<file path="config.mk">
export PLATFORM = sky130hd
export DESIGN_NAME = vram_arbiter
export DESIGN_NICKNAME = d
export VERILOG_FILES = /design/src/rtl/vram_arbiter.sv
export SDC_FILE = /design/constraint.sdc
export NUM_CORES = 1
export LEC_CHECK = 0
export BUFFER_PORTS_ARGS = -buffer_cell sky130_fd_sc_hd__buf_2
export CORE_ASPECT_RATIO = 1.4
export CORE_UTILIZATION = 40
export DETAILED_ROUTE_END_ITERATION = 10
export PLACE_DENSITY = 0.76
export SYNTH_ARGS = -nofsm -noshare
export SYNTH_HDL_FRONTEND = slang
export SYNTH_SLANG_ARGS = --single-unit
</file>
<file path="constraint.sdc">
create_clock -name clk -period 3.45 [get_ports clk]
set_input_delay 1.035 -clock clk [delete_from_list [all_inputs] [get_ports clk]]
set_output_delay 1.035 -clock clk [all_outputs]
set_load 0.01 [all_outputs]
</file>
<file path="src/rtl/vram_arbiter.sv">
// Three-port VRAM arbiter: video owns even slots, CPU/blitter share the rest,
// with a starvation counter that forces a blitter grant. Reads return in 2 cycles.
module vram_arbiter #(
  parameter int unsigned AW         = 15,
  parameter int unsigned STARVE_MAX = 8
) (
  input  logic          clk,
  input  logic          reset_n,
  input  logic          vid_req,
  input  logic [AW-1:0] vid_addr,
  output logic          vid_ack,
  output logic          vid_rvalid,
  output logic [7:0]    vid_rdata,
  input  logic          cpu_req,
  input  logic          cpu_we,
  input  logic [AW-1:0] cpu_addr,
  input  logic [7:0]    cpu_wdata,
  output logic          cpu_ack,
  output logic          cpu_rvalid,
  output logic [7:0]    cpu_rdata,
  input  logic          blt_req,
  input  logic          blt_we,
  input  logic [AW-1:0] blt_addr,
  input  logic [7:0]    blt_wdata,
  output logic          blt_ack,
  output logic          blt_rvalid,
  output logic [7:0]    blt_rdata,
  output logic [AW-1:0] ram_addr,
  output logic          ram_we,
  output logic [7:0]    ram_din,
  input  logic [7:0]    ram_dout,
  output logic [3:0]    starve_cnt
);

  localparam int unsigned DW = 8;
  localparam int unsigned CW = 4;
  localparam logic [CW-1:0] CNT_SAT = '1;

  typedef enum logic [1:0] {
    OWN_NONE = 2'd0,
    OWN_VID  = 2'd1,
    OWN_CPU  = 2'd2,
    OWN_BLT  = 2'd3
  } own_e;

  logic          phase_q;
  own_e          gnt;
  own_e          rd_own_q, rd_own_d;
  logic [CW-1:0] starve_q, starve_d;
  logic [AW-1:0] addr_q;
  logic [DW-1:0] din_q;
  logic          vid_rvalid_q, cpu_rvalid_q, blt_rvalid_q;
  logic [DW-1:0] vid_rdata_q, cpu_rdata_q, blt_rdata_q;
  logic          blt_forced;

  assign blt_forced = blt_req && (32'(starve_q) >= STARVE_MAX);

  // Grant select; held off entirely while reset is asserted.
  always_comb begin
    gnt = OWN_NONE;
    if (reset_n) begin
      if (!phase_q && vid_req) gnt = OWN_VID;
      else if (blt_forced)     gnt = OWN_BLT;
      else if (cpu_req)        gnt = OWN_CPU;
      else if (blt_req)        gnt = OWN_BLT;
    end
  end

  // RAM port mux; address and data hold their last driven value when idle.
  always_comb begin
    ram_addr = addr_q;
    ram_din  = din_q;
    ram_we   = 1'b0;
    case (gnt)
      OWN_VID: ram_addr = vid_addr;
      OWN_CPU: begin
        ram_addr = cpu_addr;
        ram_din  = cpu_wdata;
        ram_we   = cpu_we;
      end
      OWN_BLT: begin
        ram_addr = blt_addr;
        ram_din  = blt_wdata;
        ram_we   = blt_we;
      end
      default: ;
    endcase
  end

  always_comb begin
    rd_own_d = ram_we ? OWN_NONE : gnt;
    starve_d = starve_q;
    if (!blt_req || gnt == OWN_BLT) starve_d = '0;
    else if (starve_q != CNT_SAT)   starve_d = starve_q + CW'(1);
  end

  assign vid_ack = (gnt == OWN_VID);
  assign cpu_ack = (gnt == OWN_CPU);
  assign blt_ack = (gnt == OWN_BLT);

  // rd_own_q marks the cycle ram_dout carries a read; capture it into the owner.
  always_ff @(posedge clk or negedge reset_n) begin
    if (!reset_n) begin
      phase_q      <= 1'b0;
      rd_own_q     <= OWN_NONE;
      starve_q     <= '0;
      addr_q       <= '0;
      din_q        <= '0;
      vid_rvalid_q <= 1'b0;
      cpu_rvalid_q <= 1'b0;
      blt_rvalid_q <= 1'b0;
      vid_rdata_q  <= '0;
      cpu_rdata_q  <= '0;
      blt_rdata_q  <= '0;
    end else begin
      phase_q      <= ~phase_q;
      rd_own_q     <= rd_own_d;
      starve_q     <= starve_d;
      addr_q       <= ram_addr;
      din_q        <= ram_din;
      vid_rvalid_q <= (rd_own_q == OWN_VID);
      cpu_rvalid_q <= (rd_own_q == OWN_CPU);
      blt_rvalid_q <= (rd_own_q == OWN_BLT);
      if (rd_own_q == OWN_VID) vid_rdata_q <= ram_dout;
      if (rd_own_q == OWN_CPU) cpu_rdata_q <= ram_dout;
      if (rd_own_q == OWN_BLT) blt_rdata_q <= ram_dout;
    end
  end

  assign vid_rvalid = vid_rvalid_q;
  assign cpu_rvalid = cpu_rvalid_q;
  assign blt_rvalid = blt_rvalid_q;
  assign vid_rdata  = vid_rdata_q;
  assign cpu_rdata  = cpu_rdata_q;
  assign blt_rdata  = blt_rdata_q;
  assign starve_cnt = starve_q;

endmodule

</file>
# Yosys cells after proc, flatten, opt, wreduce, memory -nomap -nowiden
# Cells that the tools add are included.
[totals]
ff_bits = 57
output_inout_bits = 58
elab_cells = 38
[classes]
n_addsub = 1
n_lt_le_gt_ge = 1
n_eq_ne = 7
mux = 11
n_bitwise = 1
n_reduce_logical = 6
[op_table]
columns = ["op", "n"]
rows = [
  ["$pmux 15 s3", 1],
  ["$pmux 8 s2", 1],
  ["$mux 2", 6],
  ["$eq 2x2->1 const B", 4],
  ["$mux 4", 2],
  ["$add 4x1->4 const B", 1],
  ["$eq 2x1->1 const B", 2],
  ["$ge 4x4->1 const B", 1],
  ["$ne 4x4->1 const B", 1],
  ["$logic_and 1x1->1", 2],
  ["$logic_not 1->1", 2],
  ["$pmux 1 s2", 1],
  ["$reduce_bool 2->1", 1],
  ["$logic_or 1x1->1", 1],
  ["$not 1->1", 1],
]

# Depth between registers and ports, before layout
# Gate-level depths: netlist of run 1.
[logic_depth]
ltp_word = 8
depth_mapped = 7

# Worst setup path after synthesis of run 1
# No wires, ideal clock.
[synth_path]
path_type = "in2out"
from = "input vid_req"
to = "output ram_addr[0]"
t_arrival_ns = 2.121
required_ns = 2.415
path_slack_ns = 0.294
path_stages = 7
path_cell_list = "nor2b_1 > buf_6 > o31a_4 > nor2b_4 > buf_6 > buf_8 > a21oi_2"
[synth_between]
elab_chain_cells = 5
word_cells_on_any_way = 7
[synth_rtl]
columns = ["item", "line", "text"]
rows = [
  ["start, declared", "9", "input logic vid_req,"],
  ["$logic_and 1x1->1 (*)", "62", "if (!phase_q && vid_req) gnt = OWN_VID;"],
  ["$mux 2 (*)", "62", ""],
  ["$mux 2 (*)", "61", "if (reset_n) begin"],
  ["$eq 2x2->1 / $eq 2x1->1 (equally long branches)", "74", "case (gnt)"],
  ["$pmux 15 s3 (*)", "74", ""],
  ["end, declared", "28", "output logic [AW-1:0] ram_addr,"],
]
# Mark *: on every way between the ends. The rest lies on a longest branch, timed or not.

# Final worst setup path of run 1
[layout_path]
from = "input vid_req"
to = "output ram_addr[12]"
# The elaborated chain is that of the path after synthesis.

==> results.json, run 1 <==
{
  "rows": 34,
  "setup_tns_ns": 0,
  "cellLeakagePower_nw": 1.79,
  "fin_util_pct": 57.4,
  "grt_pass1_wl_um": 10600,
  "design_area_um2": 3590,
  "rsz0062_at_grt": "no",
  "io_pins": 134,
  "p_seq_share_pct": 41.1,
  "routed_wl_um": 6320,
  "drtPass1Iterations": 4,
  "nets": 436,
  "grt_pass1_vias": 2229,
  "num_antenna_cells": 0,
  "fin_crit_ns": 3.34,
  "cp-end-kind": "output port",
  "p_clk_share_pct": 39.9,
  "drv_cap": 0,
  "portBuffers": 133,
  "synth_most_common_cell": "dfrtp_1",
  "clk_pin_slew_ns": 0.07,
  "status": "finished clean",
  "core_um2": 6250,
  "fillers": 558,
  "synth_edf_count": 0,
  "switching_power_mw": 0.518,
  "grt_usage_pct": 20.1,
  "tightest_slew_ns": 0.809,
  "power_frac_comb_pct": 19.0,
  "die_y_um": 97.4,
  "power_density_nw_per_um2": 547,
  "regArea_um2": 1430,
  "slew_headroom_pct": 45.9,
  "critPathRequiredTime_ns": 2.41,
  "intPower_mw": 1.45,
  "wire_per_inst_um": 14.5,
  "cp.arrival_ns": 2.30,
  "h-tree-depth": 3,
  "synth_top_area_cell": "dfrtp_1",
  "seq_area_frac_synth_pct": 54.9,
  "post-route-period-util_pct": 96.8,
  "hp-class": "register to register",
  "vdd_drop_max_v": 0.000243,
  "yosysTopAreaCellShare_pct": 54.9,
  "path_class": "input pin to output port",
  "avgSynthCellArea_um2": 11.8,
  "clkLatencyLatePin_ns": 0.33,
  "cts_tree": "built",
  "die_w_um": 70.1,
  "max_stage_delay_ns": 0.47,
  "final_max_slew_viol_count": 0,
  "clock.fmax_mhz": 300,
  "total_power_mw": 1.96,
  "slowest_stage": "nor2b_4",
  "switching_share_pct": 26.4,
  "drcViolationCount": 0,
  "ys.flop_type": "dfrtp_1",
  "netlist_area_um2": 2600,
  "cts.path.max_buffers": 2,
  "synth_cell_types": 33,
  "drt_iter0_markers": 112,
  "synth_nets": 299,
  "multiInputGateArea_um2": 1070,
  "routabilityCongestion": 0.723,
  "syn_inst": 221,
  "clockRootBuffer": "clkbuf_8",
  "ys_top_cells_by_area": "dfrtp_1 (55%), mux2_2 (6.9%), mux2i_1 (4.2%)",
  "cts_sinks": 57,
  "initial_core_util_pct": 41.6,
  "yosys_register_bits": 57,
  "path_max_fanout": 16,
  "hold_buffers": 0,
  "area_delta_synth_final_pct": 38.2,
  "startpoint_type": "input pin",
  "setup_violations": 0,
  "yosys-top-cells-count": "dfrtp_1 (57), o21ai_1 (19), mux2_2 (16)",
  "grt_max_degree": 40,
  "holdWs_ns": 0.441,
  "dp_hpwl_um": 4770,
  "dieArea_um2": 6830,
  "vias": 2186,
  "ant_nets": 0,
  "hold_viol": 0,
  "grt-ovfl-total": 0,
  "yosys_warnings": 0,
  "finalClockSkew_ns": 0.00910,
  "cp_common_cell": "buf_2",
  "drive_above_1_share_pct": 51.2,
  "async_flop_share_pct": 100,
  "dpl-instance-area_um2": 3330,
  "crit_chain": "buf_2 -> nor2b_1 -> o31a_4 -> nor2b_4 -> a21oi_1 -> buf_2",
  "cts_buffers": 9,
  "via_per_inst": 5.03,
  "antenna_found_initial": 0
}
## metrics by stage
stage	worst slack [ns]	cells
CTS	0.0964	435
floorplan	0.294	221
finish	0.111	435
global route	0.0115	435
global placement	0.125	419
detailed placement	0.102	419
## routing by layer
metal / GRT usage (%) / vias up / share of wire, %
li1: - / 1059 / -
met1: 23.2 / 1023 / 41
met2: 33.4 / 98 / 50
met3: 6.95 / 6 / 7.3
met4: 8.77 / 0 / 1.2
met5: 0 / - / 0
## repair_timing
item,in CTS,in global routing
gates resized for setup,0,1
buffers inserted,0,0
setup endpoints to repair,0,3
## state kept, by name, indices dropped and copies added (netlist names)
| signal | cells |
|---|---|
| vid_rvalid | 1 |
| cpu_rdata | 8 |
| cpu_rvalid | 1 |
| addr_q | 15 |
| starve_cnt | 4 |
| vid_rdata | 8 |
| phase_q | 1 |
| rd_own_q | 2 |
| din_q | 8 |
| blt_rvalid | 1 |
| blt_rdata | 8 |
## power groups by stage
| stage | sequential (mW) | combinational (mW) | clock, mW |
|---|---|---|---|
| finish | 0.807 | 0.374 | 0.784 |
| global route | 0.819 | 0.413 | 0.840 |
| CTS | 0.807 | 0.380 | 0.799 |
| detailed placement | 0.820 | 0.379 | 0 |
| global placement | 0.815 | 0.368 | 0 |
| floorplan | 0.845 | 0.164 | 0 |
## worst max-delay path: cells and delay by family
family,cells,cell delay [ns]
buffers and inverters,2,0.27
and+or+nand+nor,2,0.67
AOI/OAI and AO/OA,2,0.32
## final timing paths
| check | start | endpoint | slack, ns | depth (start not counted) |
|---|---|---|---|---|
| min | phase_q | phase_q | 0.44 | 1 |
| min in group asynchronous | reset_n | addr_q[8] | 0.52 | 1 |
| max in group asynchronous | reset_n | cpu_rdata[2] | 1.84 | 3 |
| min reg2reg | phase_q | phase_q | 0.44 | 1 |
| max | vid_req | ram_addr[12] | 0.11 | 6 |
| max reg2reg | rd_own_q[1] | vid_rdata[1] | 1.88 | 2 |
## layout by cell type, fill, tap and decap left out
cell	Yosys	final
nor2b_1	4	4
nand2_1	13	13
xnor2_1	1	1
a31oi_1	1	1
buf_4	1	7
nor2_1	6	6
o31a_4	1	1
ha_1	2	2
inv_1	6	6
mux2_2	16	16
nand2b_1	2	2
and2_1	2	2
nand3_1	2	2
a21oi_2	10	10
or2b_1	1	1
o21ai_0	5	5
clkinv_4	0	2
nor2b_4	1	1
bufinv_16	0	3
clkinvlp_4	0	1
dfrtp_1	57	57
buf_2	2	132
clkbuf_8	0	10
o21ai_1	19	19
nor3_1	2	2
buf_12	0	1
nand3b_1	14	14
o211ai_4	0	1
a21oi_1	5	5
mux2i_1	11	11
mux2_1	8	8
nand2_2	1	1
nor3b_1	1	1
o22ai_1	15	15
## cell families after synthesis
| group | share of synthesized area (%) |
|---|---|
| compound gates | 14.0 |
| xor+xnor | 0.337 |
| flops | 54.9 |
| buf+inv | 4.43 |
| fa+ha+maj | 0.962 |
| simple gates | 10.8 |
| mux | 14.6 |
## layout make-up
class / count / area share [%]
Clock buffer: 10 / 3.83
Clock inverter: 6 / 3.20
Inverter: 6 / 0.627
Multi-Input combinational cell: 144 / 29.7
Sequential cell: 57 / 39.7
Tap cell: 72 / 2.51
Timing Repair Buffer: 140 / 20.4
(Power assumes the default switching activity.)
==> run 2, diff against run 1 <==
SETUP_SLACK_MARGIN = 0.4   (was unset)
==> run 2 against run 1 <==
  * Worst hold slack improved by 0.046 ns
  * Final cell count rose by 11%
  * Sequential power rose by 0.9%
  * First-iteration DRC count rose by 22%
  * Non-clock buffer count rose by 49
  * Clock skew fell by 0.0041 ns
  * Register-to-register slack got worse by 1.2 ns
  * Critical path depth rose by 2
  * Fmax rose by 4.0%
  * Clock power fell by 15%
  * Combinational power rose by 60%
==> results.json, run 2 (synthesized netlist as in run 1, its figures left out) <==
{
  "rsz0062_at_grt": "yes",
  "vias": 2526,
  "largest_reg_flops": 15,
  "routed_wl_um": 8170,
  "cp.arrival_ns": 2.17,
  "portBuffers": 133,
  "grt_pass1_wl_um": 12000,
  "hold_buffers": 0,
  "hold_viol": 0,
  "dp_hpwl_um": 4390,
  "grt_usage_pct": 22.8,
  "grt-ovfl-total": 0,
  "via_per_inst": 5.22,
  "drive_above_1_share_pct": 67.7,
  "hp-class": "register to register",
  "initial_core_util_pct": 41.6,
  "drv_cap": 0,
  "die_w_um": 70.1,
  "worst_r2r_endpoint": "din_q[6]",
  "clockRootBuffer": "clkbuf_8",
  "whs_path_depth": 1,
  "startpoint_type": "input pin",
  "clkLatencyLatePin_ns": 0.33,
  "setup_violations": 0,
  "core_um2": 6250,
  "ant_nets": 0,
  "cp-end-kind": "output port",
  "power_frac_comb_pct": 28.8,
  "grt_max_degree": 41,
  "path_class": "input pin to output port",
  "vdd_drop_max_v": 0.000276,
  "rows": 34,
  "tightest_slew_ns": 0.781,
  "power_density_nw_per_um2": 452,
  "final_max_slew_viol_count": 0,
  "largest_register": "addr_q",
  "reg2reg_depth": 17,
  "grt_pass1_vias": 2467,
  "io_pins": 134,
  "switching_share_pct": 28.6,
  "clock.fmax_mhz": 312,
  "area_delta_synth_final_pct": 76.9,
  "p_clk_share_pct": 32.1,
  "drtPass1Iterations": 4,
  "cts_buffers": 9,
  "die_y_um": 97.4,
  "critPathRequiredTime_ns": 2.41,
  "clk_pin_slew_ns": 0.06,
  "setup_tns_ns": 0,
  "min-delay-start": "cpu_rdata[2]",
  "dieArea_um2": 6830,
  "fillers": 399,
  "total_power_mw": 2.08,
  "layout_commonest_cell": "buf_2",
  "cts_sinks": 57,
  "regToRegSetupSlack_ns": 0.70,
  "drcViolationCount": 0,
  "slew_headroom_pct": 47.8,
  "drt_iter0_markers": 137,
  "h-tree-depth": 3,
  "antenna_found_initial": 0,
  "num_antenna_cells": 0,
  "intPower_mw": 1.48,
  "status": "finished clean",
  "nets": 485,
  "path_max_fanout": 7,
  "cts.path.max_buffers": 2,
  "cts_tree": "built",
  "finalClockSkew_ns": 0.00502,
  "p_seq_share_pct": 39.1,
  "wire_per_inst_um": 16.9,
  "cellLeakagePower_nw": 2.20,
  "hold-path-endpoint": "cpu_rdata[2]",
  "post-route-period-util_pct": 93.0,
  "routabilityCongestion": 0.734,
  "fin_crit_ns": 3.21,
  "final_cell_mix": "buf_2 (123), dfrtp_1 (57), buf_6 (30), buf_4 (25)",
  "rr_startpoint": "starve_cnt[3]",
  "switching_power_mw": 0.594
}
==> run 2: changes by cell type in the layout (fill, tap and decap cells not counted), moves of 4 or more <==
| cell | delta |
|---|---|
| mux2i_1 | -5 |
| o21ai_0 | -5 |
| a21oi_1 | -5 |
| buf_6 | +30 |
| buf_2 | -9 |
| o21ai_2 | +16 |
| a21oi_2 | -7 |
| buf_12 | +4 |
| o21ai_1 | -11 |
| buf_4 | +18 |
| o22ai_4 | +10 |
| a21oi_4 | +12 |
| o22ai_1 | -13 |
==> run 2: per-layer routing <==
layer | share of wire (%) | vias up | track usage [%]
li1 | - | 1166 | -
met1 | 38 | 1226 | 25.9
met2 | 55 | 122 | 40.8
met3 | 5.4 | 12 | 6.12
met4 | 1.5 | 0 | 7.38
met5 | 0 | - | 0
==> run 2: timing repair <==
item / in CTS / in global routing
endpoints found under the hold margin: 0 / 0
pin swaps: 10 / 13
cloned: 4 / 0
endpoints found under the setup margin: 26 / 26
setup buffers: 39 / 6
resized for setup: 53 / 57
==> run 2: worst max-delay path by stage <==
stage / depth (start not counted) / to / slack, ns / startpoint
2_1_floorplan: 7 / ram_addr[0] / 0.30 / vid_req
3_3_place_gp: 6 / ram_addr[13] / -0.02 / vid_req
3_5_place_dp: 6 / ram_addr[8] / -0.09 / vid_req
4_1_cts: 7 / ram_addr[8] / 0.24 / vid_req
5_1_grt: 8 / ram_din[5] / 0.17 / cpu_req
6_report: 8 / ram_din[5] / 0.24 / cpu_req
==> run 2: through the flow <==
step                hold WS, ns  setup slack, ns  utilization (%)  cell area [µm²]  instances
finish                    0.487            0.240             73.6             4600        484
global route              0.500            0.170             73.6             4600        484
CTS                       0.491            0.241             68.8             4310        478
detailed placement        0.442          -0.0935             54.4             3400        419
global placement          0.434          -0.0234             54.4             3400        419
floorplan                 0.411            0.300                -             2680        221
==> run 2: power by group through the flow <==
stage / clock (mW) / combinational, mW / sequential [mW]
2_1_floorplan: 0 / 0.179 / 0.845
3_3_place_gp: 0 / 0.381 / 0.814
3_5_place_dp: 0 / 0.388 / 0.817
4_1_cts: 0.674 / 0.525 / 0.808
5_1_grt: 0.709 / 0.638 / 0.823
6_report: 0.666 / 0.598 / 0.814
==> run 2: critical path: stages <==
cell      delay, ns
buf_8          0.10
nor2b_4        0.12
nand2b_4       0.18
buf_6          0.13
buf_16         0.14
mux2i_1        0.12
o21ai_1        0.16
buf_2          0.17
==> run 2: final cells by class <==
| class | count | area (µm²) | area share [%] |
|---|---|---|---|
| timing repair buffer | 189 | 1370 | 29.8 |
| multi-input combinational | 144 | 1480 | 32.1 |
| clock buffer | 12 | 165 | 3.59 |
| sequential | 57 | 1430 | 31.0 |
| tap | 72 | 90.1 | 1.96 |
| clock inverter | 4 | 50.0 | 1.09 |
| inverter | 6 | 22.5 | 0.490 |
==> run 3, diff against run 2 <==
clock period = 4.11 ns   (was 3.45 ns; I/O delays follow)
==> run 3 against run 2 <==
  * First-iteration DRC count fell by 55%
  * Via count fell by 12%
  * Core utilization fell by 16 points
  * Register-to-register slack improved by 1.8 ns
  * Largest power group unchanged
  * Sequential cell count did not move
  * Non-clock buffer count fell by 47
  * Largest cell class is now registers
  * Combinational power fell by 46%
  * Clock-buffer cell count fell by 1
  * Clock skew rose by 0.0011 ns
  * Critical path depth fell by 1
  * Highest routed layer unchanged
  * Global-route usage fell by 4.1 points
==> results.json, run 3 (synthesized netlist as in run 1, its figures left out) <==
{
  "area_delta_synth_final_pct": 39.0,
  "max_stage_delay_ns": 0.33,
  "hp-class": "register to register",
  "io_pins": 134,
  "layout_commonest_cell": "buf_2",
  "rows": 34,
  "rsz0062_at_grt": "yes",
  "grt_pass1_vias": 2117,
  "largest_reg_flops": 15,
  "largest_register": "addr_q",
  "via_per_inst": 5.07,
  "routed_wl_um": 6330,
  "setup_tns_ns": 0,
  "reg2reg_depth": 2,
  "startpoint_type": "input pin",
  "final_max_slew_viol_count": 0,
  "cts_sinks": 57,
  "grt-ovfl-total": 0,
  "routabilityCongestion": 0.761,
  "tightest_slew_ns": 0.835,
  "whs_path_depth": 1,
  "dieArea_um2": 6830,
  "grt_use_met1_pct": 21.7,
  "drcViolationCount": 0,
  "fin_crit_ns": 3.65,
  "final_cell_mix": "buf_2 (132), dfrtp_1 (57), o21ai_1 (19), mux2_2 (16), o22ai_1 (15)",
  "nets": 438,
  "grt_busiest_layer": "met2",
  "grt_usage_pct": 18.7,
  "cp.arrival_ns": 2.42,
  "initial_core_util_pct": 41.6,
  "grt_pass1_wl_um": 9960,
  "cts_tree": "built",
  "drive_above_1_share_pct": 52.3,
  "vdd_drop_max_v": 0.000270,
  "portBuffers": 133,
  "drt_iter0_markers": 61,
  "drtPass1Iterations": 4,
  "num_antenna_cells": 0,
  "antenna_found_initial": 0,
  "status": "finished clean",
  "hold_viol": 0,
  "path_class": "input pin to output port",
  "h-tree-depth": 3,
  "clk_pin_slew_ns": 0.07,
  "fin_util_pct": 57.8,
  "grtUsageMet3_pct": 6.22,
  "hold_buffers": 0,
  "crit_chain": "buf_2 -> nor2b_1 -> o31a_4 -> nor2b_4 -> buf_12 -> a21oi_1 -> buf_2",
  "cp-end-kind": "output port",
  "cts_buffers": 9,
  "power_density_nw_per_um2": 417,
  "drv_cap": 0,
  "ant_nets": 0,
  "clockRootBuffer": "clkbuf_8",
  "finalClockSkew_ns": 0.00612,
  "cellLeakagePower_nw": 1.79,
  "cts.path.max_buffers": 2,
  "setup_violations": 0,
  "core_um2": 6250,
  "grt_max_degree": 42,
  "path_max_fanout": 15,
  "slowest_stage": "o31a_4",
  "cp_common_cell": "buf_2",
  "post-route-period-util_pct": 88.8,
  "fillers": 531,
  "die_y_um": 97.4,
  "slew_headroom_pct": 44.2,
  "clkLatencyLatePin_ns": 0.33,
  "dp_hpwl_um": 4440,
  "clock.fmax_mhz": 274,
  "met2_usage_pct": 32.0,
  "die_w_um": 70.1,
  "wire_per_inst_um": 14.5,
  "critPathRequiredTime_ns": 2.88,
  "total_power_mw": 1.51,
  "vias": 2215
}
-- run 3: through the flow --
| stage | instance area, µm² | setup slack, ns | hold slack [ns] | std cells |
|---|---|---|---|---|
| global placement | 3310 | 0.334 | 0.439 | 416 |
| finish | 3610 | 0.461 | 0.461 | 437 |
| global route | 3610 | 0.374 | 0.466 | 437 |
| CTS | 3540 | 0.410 | 0.464 | 434 |
| floorplan | 2600 | 0.558 | 0.411 | 221 |
| detailed placement | 3310 | 0.281 | 0.452 | 416 |
-- run 3: layout make-up --
type	count	area [µm²]	share of cell area, %
clock buffers	11	141	3.91
clock inverters	5	55.1	1.52
inverters	6	22.5	0.623
multi-input cells	144	1080	30.0
flip-flops and latches	57	1430	39.5
well taps	72	90.1	2.49
repair buffers	142	796	22.0
-- run 3: final timing paths --
kind	from	to	slack (ns)
max	vid_req	ram_addr[8]	0.46
min	phase_q	phase_q	0.46
max reg2reg	rd_own_q[1]	vid_rdata[2]	2.54
min reg2reg	phase_q	phase_q	0.46
max in group asynchronous	reset_n	rd_own_q[1]	2.68
min in group asynchronous	reset_n	phase_q	0.73
-- run 3: power by group --
part,internal (mW),leakage [nW],switching (mW),total [mW]
clock,0.294,0.0953,0.218,0.512
combinational,0.158,1.03,0.164,0.321
sequential,0.642,0.664,0.0329,0.675
total,1.09,1.79,0.414,1.51
-- run 3: worst max-delay path: cells and delay by family --
family / cells / cell delay (ns)
and+or+nand+nor: 2 / 0.28
AOI/OAI and AO/OA: 2 / 0.50
buffers and inverters: 3 / 0.41
-- run 3: per-layer routing --
layer	up-vias	share of wire (%)
met5	-	0
met4	0	1.0
li1	1068	-
met1	1040	41
met3	7	5.7
met2	100	52
-- run 3: timing repair --
action	4_1_cts	5_1_grt
gates cloned	0	2
pin swaps	0	1
buffers inserted	2	1
resized for setup	1	5
setup endpoints to repair	19	24
